==> src/rtl/wb_epb_master.sv <==
`default_nettype none
// ============================================================================
// Module   : wb_epb_master
// Purpose  : Wishbone-slave to EPB-master bridge. Each 8-bit Wishbone access
//            becomes one EPB bus cycle (chip select, read/write strobe, wait
//            for peripheral ready). Single clock: the EPB peripheral clock.
// Options  : WB_EPB_MASTER_TIMEOUT_EN - bound the wait for epb_rdy_i to
//            TIMEOUT strobe cycles; a timed-out read returns 8'hFF and
//            timeout_o pulses alongside wb_ack_o.
// Revision : 1.0 - initial release
// ============================================================================
module wb_epb_master #(
  parameter int SETUP_CYCLES = 1,
  parameter int HOLD_CYCLES  = 1,
  parameter int TIMEOUT      = 255,
  parameter int TO_W         = 8
) (
  input  logic       wb_clk_i,
  input  logic       wb_rst_i,
  input  logic       wb_cyc_i,
  input  logic       wb_stb_i,
  input  logic       wb_we_i,
  input  logic [5:0] wb_adr_i,
  input  logic [7:0] wb_dat_i,
  output logic [7:0] wb_dat_o,
  output logic       wb_ack_o,
  output logic       epb_cs_n,
  output logic       epb_oe_n,
  output logic       epb_we_n,
  output logic [5:0] epb_addr,
  output logic [7:0] epb_data_o,
  output logic       epb_data_oe,
  input  logic [7:0] epb_data_i,
  input  logic       epb_rdy_i,
  output logic       busy_o,
  output logic       timeout_o
);

  // Phase counter is shared by SETUP and HOLD; it only ever holds N-1..0.
  localparam int PH_MAX = (SETUP_CYCLES > HOLD_CYCLES) ? SETUP_CYCLES : HOLD_CYCLES;
  localparam int PH_W   = (PH_MAX > 1) ? $clog2(PH_MAX) : 1;

  // Reject parameter sets that would make the phase or timeout counters wrap.
  if (SETUP_CYCLES < 1 || HOLD_CYCLES < 1 || TIMEOUT < 1 || TO_W < 1 ||
      TO_W > 30 || TIMEOUT >= (1 << TO_W)) begin : g_bad_cfg
    $error("wb_epb_master: invalid parameter set");
  end

  typedef enum logic [2:0] {
    ST_IDLE   = 3'd0,
    ST_SETUP  = 3'd1,
    ST_STROBE = 3'd2,
    ST_HOLD   = 3'd3,
    ST_ACK    = 3'd4
  } state_t;

  state_t            state_q;
  logic [PH_W-1:0]   ph_q;
  logic              we_q;
  logic              cs_n_q;
  logic              oe_n_q;
  logic              we_n_q;
  logic [5:0]        addr_q;
  logic [7:0]        wdat_q;
  logic              data_oe_q;
  logic              ack_q;
  logic [7:0]        rdat_q;
  logic              busy_q;

`ifdef WB_EPB_MASTER_TIMEOUT_EN
  localparam logic [TO_W-1:0] C_TO_LAST = TO_W'(TIMEOUT - 1);
  logic [TO_W-1:0]   to_cnt_q;
  logic              to_flag_q;
  logic              timeout_q;
`endif

  // Bus-cycle sequencer; every output is a register written only here.
  always_ff @(posedge wb_clk_i) begin
    if (wb_rst_i) begin
      state_q   <= ST_IDLE;
      ph_q      <= '0;
      we_q      <= 1'b0;
      cs_n_q    <= 1'b1;
      oe_n_q    <= 1'b1;
      we_n_q    <= 1'b1;
      addr_q    <= '0;
      wdat_q    <= '0;
      data_oe_q <= 1'b0;
      ack_q     <= 1'b0;
      rdat_q    <= '0;
      busy_q    <= 1'b0;
`ifdef WB_EPB_MASTER_TIMEOUT_EN
      to_cnt_q  <= '0;
      to_flag_q <= 1'b0;
      timeout_q <= 1'b0;
`endif
    end else begin
      ack_q <= 1'b0;
`ifdef WB_EPB_MASTER_TIMEOUT_EN
      timeout_q <= 1'b0;
`endif
      case (state_q)
        ST_IDLE: begin
          if (wb_cyc_i && wb_stb_i) begin
            addr_q    <= wb_adr_i;
            wdat_q    <= wb_dat_i;
            we_q      <= wb_we_i;
            cs_n_q    <= 1'b0;
            data_oe_q <= wb_we_i;
            ph_q      <= PH_W'(SETUP_CYCLES - 1);
            busy_q    <= 1'b1;
            state_q   <= ST_SETUP;
          end
        end
        ST_SETUP: begin
          if (ph_q == '0) begin
            if (we_q) we_n_q <= 1'b0;
            else      oe_n_q <= 1'b0;
`ifdef WB_EPB_MASTER_TIMEOUT_EN
            to_cnt_q  <= '0;
            to_flag_q <= 1'b0;
`endif
            state_q <= ST_STROBE;
          end else begin
            ph_q <= ph_q - 1'b1;
          end
        end
        ST_STROBE: begin
          if (epb_rdy_i) begin
            oe_n_q <= 1'b1;
            we_n_q <= 1'b1;
            if (!we_q) rdat_q <= epb_data_i;
            ph_q    <= PH_W'(HOLD_CYCLES - 1);
            state_q <= ST_HOLD;
          end
`ifdef WB_EPB_MASTER_TIMEOUT_EN
          // Last permitted strobe cycle without ready: abandon the wait.
          else if (to_cnt_q == C_TO_LAST) begin
            oe_n_q <= 1'b1;
            we_n_q <= 1'b1;
            if (!we_q) rdat_q <= 8'hFF;
            to_flag_q <= 1'b1;
            ph_q      <= PH_W'(HOLD_CYCLES - 1);
            state_q   <= ST_HOLD;
          end else begin
            to_cnt_q <= to_cnt_q + 1'b1;
          end
`endif
        end
        ST_HOLD: begin
          if (ph_q == '0) begin
            cs_n_q    <= 1'b1;
            data_oe_q <= 1'b0;
            // Ack is registered, so the master's cyc/stb on the last hold
            // cycle decides whether the ack cycle carries an acknowledge.
            ack_q     <= wb_cyc_i && wb_stb_i;
`ifdef WB_EPB_MASTER_TIMEOUT_EN
            timeout_q <= to_flag_q && wb_cyc_i && wb_stb_i;
`endif
            state_q   <= ST_ACK;
          end else begin
            ph_q <= ph_q - 1'b1;
          end
        end
        ST_ACK: begin
          busy_q  <= 1'b0;
          state_q <= ST_IDLE;
        end
        default: begin
          busy_q  <= 1'b0;
          state_q <= ST_IDLE;
        end
      endcase
    end
  end

  assign wb_dat_o    = rdat_q;
  assign wb_ack_o    = ack_q;
  assign epb_cs_n    = cs_n_q;
  assign epb_oe_n    = oe_n_q;
  assign epb_we_n    = we_n_q;
  assign epb_addr    = addr_q;
  assign epb_data_o  = wdat_q;
  assign epb_data_oe = data_oe_q;
  assign busy_o      = busy_q;
`ifdef WB_EPB_MASTER_TIMEOUT_EN
  assign timeout_o   = timeout_q;
`else
  assign timeout_o   = 1'b0;
`endif

endmodule
`default_nettype wire

==> config.mk <==
export PLATFORM = sky130hd
export DESIGN_NAME = wb_epb_master
export DESIGN_NICKNAME = d
export VERILOG_FILES = /design/src/rtl/wb_epb_master.sv
export SDC_FILE = /design/constraint.sdc
export NUM_CORES = 1
export LEC_CHECK = 0
export ABC_AREA = 1
export BUFFER_PORTS_ARGS = -buffer_cell sky130_fd_sc_hd__buf_2
export CAP_MARGIN = 30
export CORE_MARGIN = 4
export CORE_UTILIZATION = 48
export DETAILED_ROUTE_END_ITERATION = 10
export HOLD_SLACK_MARGIN = 0.06
export PLACE_DENSITY = 0.89
export SYNTH_ARGS = -nofsm -noshare
export SYNTH_HDL_FRONTEND = slang
export SYNTH_SLANG_ARGS = --single-unit
==> constraint.sdc <==
create_clock -name wb_clk_i -period 1.7 [get_ports wb_clk_i]
set_input_delay 0.17 -clock wb_clk_i [delete_from_list [all_inputs] [get_ports wb_clk_i]]
set_output_delay 0.17 -clock wb_clk_i [all_outputs]
set_load 0.01 [all_outputs]
==> metrics, run 1 <==
proportion of synthesized area in mux cells 0%; Top cell by count, worst path sky130_fd_sc_hd__nor2_4; simple-gate share of the synthesized area between 20 and 30%; cell at the root of the clock tree sky130_fd_sc_hd__clkbuf_4; critical path start-end classification reg -> reg; total nets after synthesis about 180; Crit path largest cell delay roughly 0.37 ns; Synth Area in XOR/XNOR 0%; register bit total from synthesis 32; clock period minus final worst setup slack about 1.4 ns; Crit Reg-Reg Startpoint state_q[0]; top cell family by delay on the critical path simple AND/OR/NAND/NOR gates; launch point of the worst path state_q[0]; number of pins with negative max-slew slack in the final report 0; top cell types by occurrence after synthesis sky130_fd_sc_hd__nor2_1 (36), sky130_fd_sc_hd__dfxtp_1 (32), sky130_fd_sc_hd__nand2_1 (16), sky130_fd_sc_hd__o21ai_0 (13), sky130_fd_sc_hd__nor3_1 (9); setup repair after global routing missed its margin no; floorplan die area approximately 3500 um2; die extent in x between 50 and 60 um; aggregate global-route resource usage around 17%; cts repair resizes 0; Buf+Inv Stages, Crit Path 0; cell with the most instances after synthesis sky130_fd_sc_hd__nor2_1; Setup Viol. Count Final 0; length in cells of the worst reg-to-reg path 5; setup slack of the most critical reg-to-reg path around 0.35 ns; startpoint class of the critical path flop; share of the synthesized area in the top cell type between 50% and 60%; share of synthesized cell area in full adder, half adder and majority cells 0%; setup ws final ~0.35 ns; final standard cell area without fillers around 1600 um2; main combinational cell family by area after synthesis simple AND/OR/NAND/NOR gates; peak fanout along the critical path 15; number of instances in the synthesized netlist approximately 150; status finished clean; post-synth design cell area roughly 1200 um2; Total Nets Final around 240; most area-hungry cell type in the Yosys netlist sky130_fd_sc_hd__dfxtp_1; number of stages on the worst setup path 5; critical path endpoint category flop; filler-free cell count of the finished design roughly 240; hold crit path type in -> reg; DRC errors left 0; number of core rows 18; share of the clock period used by the worst path around 79%; Max Clock Skew between 0.008 and 0.009 ns; antenna violations before repair 0; fraction of final layout cells sized beyond drive strength 1 35.10%; DRT antenna net count 0; CP Data Required Time between 1.5 and 2 ns; starting utilization of the core area around 50%; placed instance area ~1500 um2; Tot Pwr approximately 1.6 mW; data arrival time of the worst path 1.61 ns; placeable core area 2477 um2; share of synthesized area occupied by flip-flops and latches 51.72%; overall die height 58.80 um; number of enable flip-flop cells after synthesis 0; HPWL after detailed placement between 1500 and 2000 um; number of clock sinks 32; number of buffers added on ports 55; maximum buffer depth of the clock tree 2; drt pass-1 iters 4; overflow left after global routing 0; total leakage power ~0.80 nW; predominant post-synthesis flop cell sky130_fd_sc_hd__dfxtp_1; end point of the critical path epb_data_oe; number of primary I/O pins 57; Final Hold Vio Count 0; minimum hold slack just under 0.07 ns; antenna diode count 0; final-layout setup total negative slack 0 ns; final weighted congestion in routability-driven placement roughly 0.73; final-layout fill cell count between 200 and 250; synthesized area per cell between 8 and 9 um2; post-detailed-route wirelength per cell between 10 and 15 um; final core occ between 60% and 70%; number of clock buffers inserted by TritonCTS 5; largest net degree at the start of global routing 21; CTS H-tree depth 2; Post-Route WL roughly 2800 um; Peak supply drop ~760 uV; cell count after placement ~230; maximum achievable frequency 740.6 MHz; clock latency on the worst-skew pair ~0.32 ns; ordered list of cells on the worst path nor2_4 > nand2_2 > nor2_4 > nand2_1 > a21oi_1; starting DRC count in detailed routing 36; number of warnings issued by yosys 0; vias per std cell a little under 5; slowest stage cell on the critical path sky130_fd_sc_hd__dfxtp_1; minimum setup slack after placement about 0.36 ns; area added between synthesis and finish 28.89%; share of flip-flops with an asynchronous set or reset 0%; count of maximum capacitance violations 0; top post-synthesis cells by area sky130_fd_sc_hd__dfxtp_1 (52%), sky130_fd_sc_hd__nor2_1 (11%), sky130_fd_sc_hd__o21ai_0 (5.3%); clock-pin transition on the worst setup and hold timing paths 0.10 ns; Vias between 1k and 1.5k; vias in the first global route approximately 1.0k; CTS tree done; Power Dens Cells roughly 1000 nW/um2; number of distinct library cells after synthesis 22; first-pass GRT wire length around 4300 um; synthesized-area fraction occupied by ao, oa, aoi and oai cells approximately 13%; critical register-to-register path endpoint epb_data_oe
-- final cells by class --
type	instances	area (um2)	area share, %
clock buffers	6	41.29	2.586
clock inverters	2	35.03	2.194
inverters	5	18.77	1.176
multi-input cells	104	510.5	31.97
flip-flops and latches	32	640.6	40.13
well taps	30	37.54	2.351
repair buffers	59	312.8	19.59
-- per-layer routing --
metal | wire (um) | GRT usage (%)
met2 | 1289 | 25.87
met1 | 1169 | 20.49
met3 | 278 | 7.675
met4 | 35 | 5.825
met5 | 0 | 0
-- state kept, by name, summed over array words and instances (netlist names) --
| name | flops |
|---|---|
| wb_dat_o | 8 |
| busy_o | 1 |
| epb_data_oe | 1 |
| epb_oe_n | 1 |
| state_q | 3 |
| wb_ack_o | 1 |
| epb_data_o | 8 |
| epb_we_n | 1 |
| we_q | 1 |
| epb_addr | 6 |
| epb_cs_n | 1 |
-- repair_timing --
item | CTS | global route
hold buffers | 2 | 1
buffers inserted | 0 | 0
endpoints found under the hold margin | 2 | 1
-- cells by family (layout without fill, tap and decap cells) --
kind of cell           count (synthesis)  in the layout
other                                  1              1
AOI/OAI and AO/OA                     28             28
DFF                                   32             32
and+or+nand+nor                       75             75
buffers and inverters                 11             72
-- worst min-delay path: stages --
cell	delay [ns]
sky130_fd_sc_hd__buf_2	0.07
sky130_fd_sc_hd__nor2_1	0.03
sky130_fd_sc_hd__nor2_1	0.08
-- worst min path at each step --
stage               depth (start not counted)            end        start  slack, ns
floorplan                                   1         busy_o     wb_rst_i       0.24
global placement                            3    epb_addr[5]  wb_adr_i[5]       0.39
detailed placement                          3    epb_addr[5]  wb_adr_i[5]       0.40
CTS                                         3  epb_data_o[0]  wb_dat_i[0]       0.06
global route                                3  epb_data_o[3]  wb_dat_i[3]       0.06
finish                                      3  epb_data_o[3]  wb_dat_i[3]       0.07
-- power by group --
| part | total, mW | switching (mW) | internal (mW) | leakage (nW) |
|---|---|---|---|---|
| clock network | 0.548 | 0.239 | 0.308 | 0.0422 |
| registers | 0.822 | 0.0263 | 0.795 | 0.262 |
| logic | 0.224 | 0.130 | 0.0947 | 0.497 |
| total | 1.59 | 0.395 | 1.20 | 0.801 |
-- layout by cell type (no fill, tap or decap) --
cell,instances
sky130_fd_sc_hd__a21oi_1,5
sky130_fd_sc_hd__buf_2,55
sky130_fd_sc_hd__buf_4,1
sky130_fd_sc_hd__bufinv_16,1
sky130_fd_sc_hd__clkbuf_1,1
sky130_fd_sc_hd__clkbuf_4,5
sky130_fd_sc_hd__clkinv_2,1
sky130_fd_sc_hd__conb_1,1
sky130_fd_sc_hd__dfxtp_1,32
sky130_fd_sc_hd__dlygate4sd3_1,3
sky130_fd_sc_hd__inv_1,5
sky130_fd_sc_hd__nand2_1,16
sky130_fd_sc_hd__nand2_2,1
sky130_fd_sc_hd__nand3_1,6
sky130_fd_sc_hd__nand3b_1,1
sky130_fd_sc_hd__nand4_1,1
sky130_fd_sc_hd__nand4_4,1
sky130_fd_sc_hd__nor2_1,36
sky130_fd_sc_hd__nor2_2,1
sky130_fd_sc_hd__nor2_4,3
sky130_fd_sc_hd__nor3_1,9
sky130_fd_sc_hd__o21ai_0,13
sky130_fd_sc_hd__o21ai_1,6
sky130_fd_sc_hd__o21ai_2,4
No activity file was read; power rests on OpenSTA's default activity.
==> run 2: changes to the inputs <==
--- a/config.mk
+++ b/config.mk
@@ -9,10 +9,10 @@
 export BUFFER_PORTS_ARGS = -buffer_cell sky130_fd_sc_hd__buf_2
 export CAP_MARGIN = 30
 export CORE_MARGIN = 4
-export CORE_UTILIZATION = 48
+export CORE_UTILIZATION = 45
 export DETAILED_ROUTE_END_ITERATION = 10
 export HOLD_SLACK_MARGIN = 0.06
-export PLACE_DENSITY = 0.89
+export PLACE_DENSITY = 0.84
 export SYNTH_ARGS = -nofsm -noshare
 export SYNTH_HDL_FRONTEND = slang
 export SYNTH_SLANG_ARGS = --single-unit
==> constraint.sdc (replaced) <==
create_clock -name wb_clk_i -period 1.3 [get_ports wb_clk_i]
set_input_delay 0.13 -clock wb_clk_i [delete_from_list [all_inputs] [get_ports wb_clk_i]]
set_output_delay 0.13 -clock wb_clk_i [all_outputs]
set_load 0.01 [all_outputs]
==> run 2 against run 1 <==
Compared with the run above:
- combinational power increased by 71%
- power increased by 39%
- first-iteration DRC count increased by 53%
- sequential share of layout area decreased by 6.3 points
- non-clock buffer count increased by 28
- flip-flop and latch count unchanged
- worst hold slack improved by 0.030 ns
- core utilization increased by 10 points
- global-route usage increased by 3.4 points
- fmax increased by 12%
- setup slack got worse by 0.26 ns
- largest power group unchanged
- highest routed layer unchanged
==> metrics, run 2 (same netlist as run 1, synthesis figures left out) <==
status finished clean; Post-Route WL 3312 um; DRT antenna net count 0; share of total power in sequential cells between 40% and 50%; area added between synthesis and finish 53.43%; share of the clock period used by the worst path ~93%; most common cell after layout, fill and taps aside sky130_fd_sc_hd__buf_2; HPWL after detailed placement around 2100 um; antenna violations before repair 0; worst hold path depth 3; length in cells of the worst reg-to-reg path 7; clock network fraction of design power between 30% and 40%; number of clock sinks 32; Total Nets Final roughly 260; maximum buffer depth of the clock tree 2; placeable core area around 2500 um2; total leakage power 0.9344 nW; starting DRC count in detailed routing between 50 and 60; fraction of final layout cells sized beyond drive strength 1 36.02%; Max Clock Skew 0.009515 ns; final core occ approximately three quarters; final-layout setup total negative slack 0 ns; CTS tree done; DRC errors left 0; placed instance area 1540 um2; number of pins with negative max-slew slack in the final report 0; starting utilization of the core area between 40% and 50%; clock latency on the worst-skew pair 0.34 ns; final weighted congestion in routability-driven placement 0.7431; number of primary I/O pins 57; hold crit path type in -> reg; aggregate global-route resource usage between 20% and 30%; critical path endpoint category flop; overflow left after global routing 0; largest net degree at the start of global routing 20; final-layout fill cell count just under 200; floorplan die area 3656 um2; Setup Viol. Count Final 0; cell at the root of the clock tree sky130_fd_sc_hd__clkbuf_4; CTS H-tree depth 2; critical path start-end classification reg -> reg; switching component of the power 580.8 uW; die extent in x 60.47 um; switching part of the total between 20% and 30%; number of buffers added on ports 55; filler-free cell count of the finished design 266; number of core rows 18; critical register-to-register path endpoint we_q; minimum setup slack after placement 0.03226 ns; Peak supply drop about 1500 uV; post-detailed-route wirelength per cell 12.45 um; peak fanout along the critical path 8; vias per std cell ~4.8; destination of the worst hold path state_q[0]; count of maximum capacitance violations 0; cell count after placement roughly 230; most frequent cells in the layout sky130_fd_sc_hd__buf_2 (55), sky130_fd_sc_hd__nor2_1 (36), sky130_fd_sc_hd__dfxtp_1 (30); Final Hold Vio Count 0; final standard cell area without fillers roughly 1900 um2; vias in the first global route between 1k and 1.5k; CP Data Required Time between 1.5 and 2 ns; Power Dens Cells 1166 nW/um2; Vias between 1k and 1.5k; first-pass GRT wire length between 5000 and 6000 um; data arrival time of the worst path about 1.5 ns; antenna diode count 0; number of clock buffers inserted by TritonCTS 5; drt pass-1 iters 5; part of the power in combinational logic between 10% and 20%; overall die height a little over 60 um; setup slack of the most critical reg-to-reg path slightly above 0.09 ns; clock-pin transition on the worst setup and hold timing paths approximately 0.10 ns; clock period minus final worst setup slack 1.208 ns; Crit Reg-Reg Startpoint state_q[2]; startpoint class of the critical path flop; setup ws final around 0.092 ns; internal power consumption approximately 1.6 mW; maximum achievable frequency 828.1 MHz; launch point of the worst hold path epb_rdy_i
[run 2: cell types whose count changed in the layout (fill, tap and decap cells not counted), sizes merged]
| cell | previous run | this run |
|---|---|---|
| buf | 56 | 63 |
| clkinvlp | 0 | 1 |
| clkbuf | 6 | 5 |
| dlygate4sd3 | 3 | 24 |
[run 2: layout make-up]
cell class / count / area (um2) / area share, %
clock buffer: 5 / 37.54 / 1.975
clock inverter: 3 / 42.54 / 2.238
inverter: 5 / 18.77 / 0.9875
multi-input combinational: 104 / 516.7 / 27.19
sequential: 32 / 643.1 / 33.84
tap: 30 / 37.54 / 1.975
timing repair buffer: 87 / 604.3 / 31.80
[run 2: repair_timing]
item | 4_1_cts | 5_1_grt
hold buffers | 24 | 0
buffers inserted | 0 | 2
gates resized for setup | 0 | 5
hold endpoints to repair | 29 | 0
endpoints found under the setup margin | 0 | 18
[run 2: power groups by stage]
stage	sequential [mW]	clock, mW	combinational, mW
2_1_floorplan	1.12	0	0.158
3_3_place_gp	1.10	0	0.303
3_5_place_dp	1.10	0	0.311
4_1_cts	1.07	0.780	0.366
5_1_grt	1.08	0.822	0.428
6_report	1.08	0.756	0.384
[run 2: critical path: stages (launching register included)]
cell	delay, ns
sky130_fd_sc_hd__dfxtp_2	0.35
sky130_fd_sc_hd__nor2_4	0.15
sky130_fd_sc_hd__buf_12	0.12
sky130_fd_sc_hd__nand2_2	0.05
sky130_fd_sc_hd__nor2_4	0.10
sky130_fd_sc_hd__buf_6	0.14
sky130_fd_sc_hd__nand2_1	0.09
sky130_fd_sc_hd__a21oi_2	0.14
[run 2: worst max-delay path by stage]
stage	cells past startpoint	to	from	slack [ns]
after floorplan	7	epb_oe_n	state_q[0]	0.18
after global placement	5	epb_data_o[4]	state_q[0]	0.09
after detailed placement	7	we_q	state_q[0]	0.03
after CTS	7	we_q	state_q[0]	0.01
after global routing	7	we_q	state_q[2]	-0.0003
final	7	we_q	state_q[2]	0.09
[run 2: routing by layer]
layer | GRT usage (%) | part of all wire, % | vias to the layer above
li1 | - | - | 654
met1 | 21.86 | 39 | 561
met2 | 34.10 | 49 | 55
met3 | 7.872 | 9.2 | 10
met4 | 9.907 | 2.6 | 0
met5 | 0 | 0 | -
[run 2: through the flow]
step / total power, mW / hold WS [ns]
3_3_place_gp: 1.400 / 0.3532
4_1_cts: 2.221 / 0.09017
5_1_grt: 2.334 / 0.1088
2_1_floorplan: 1.280 / 0.1991
3_5_place_dp: 1.407 / 0.3572
6_report: 2.217 / 0.09794
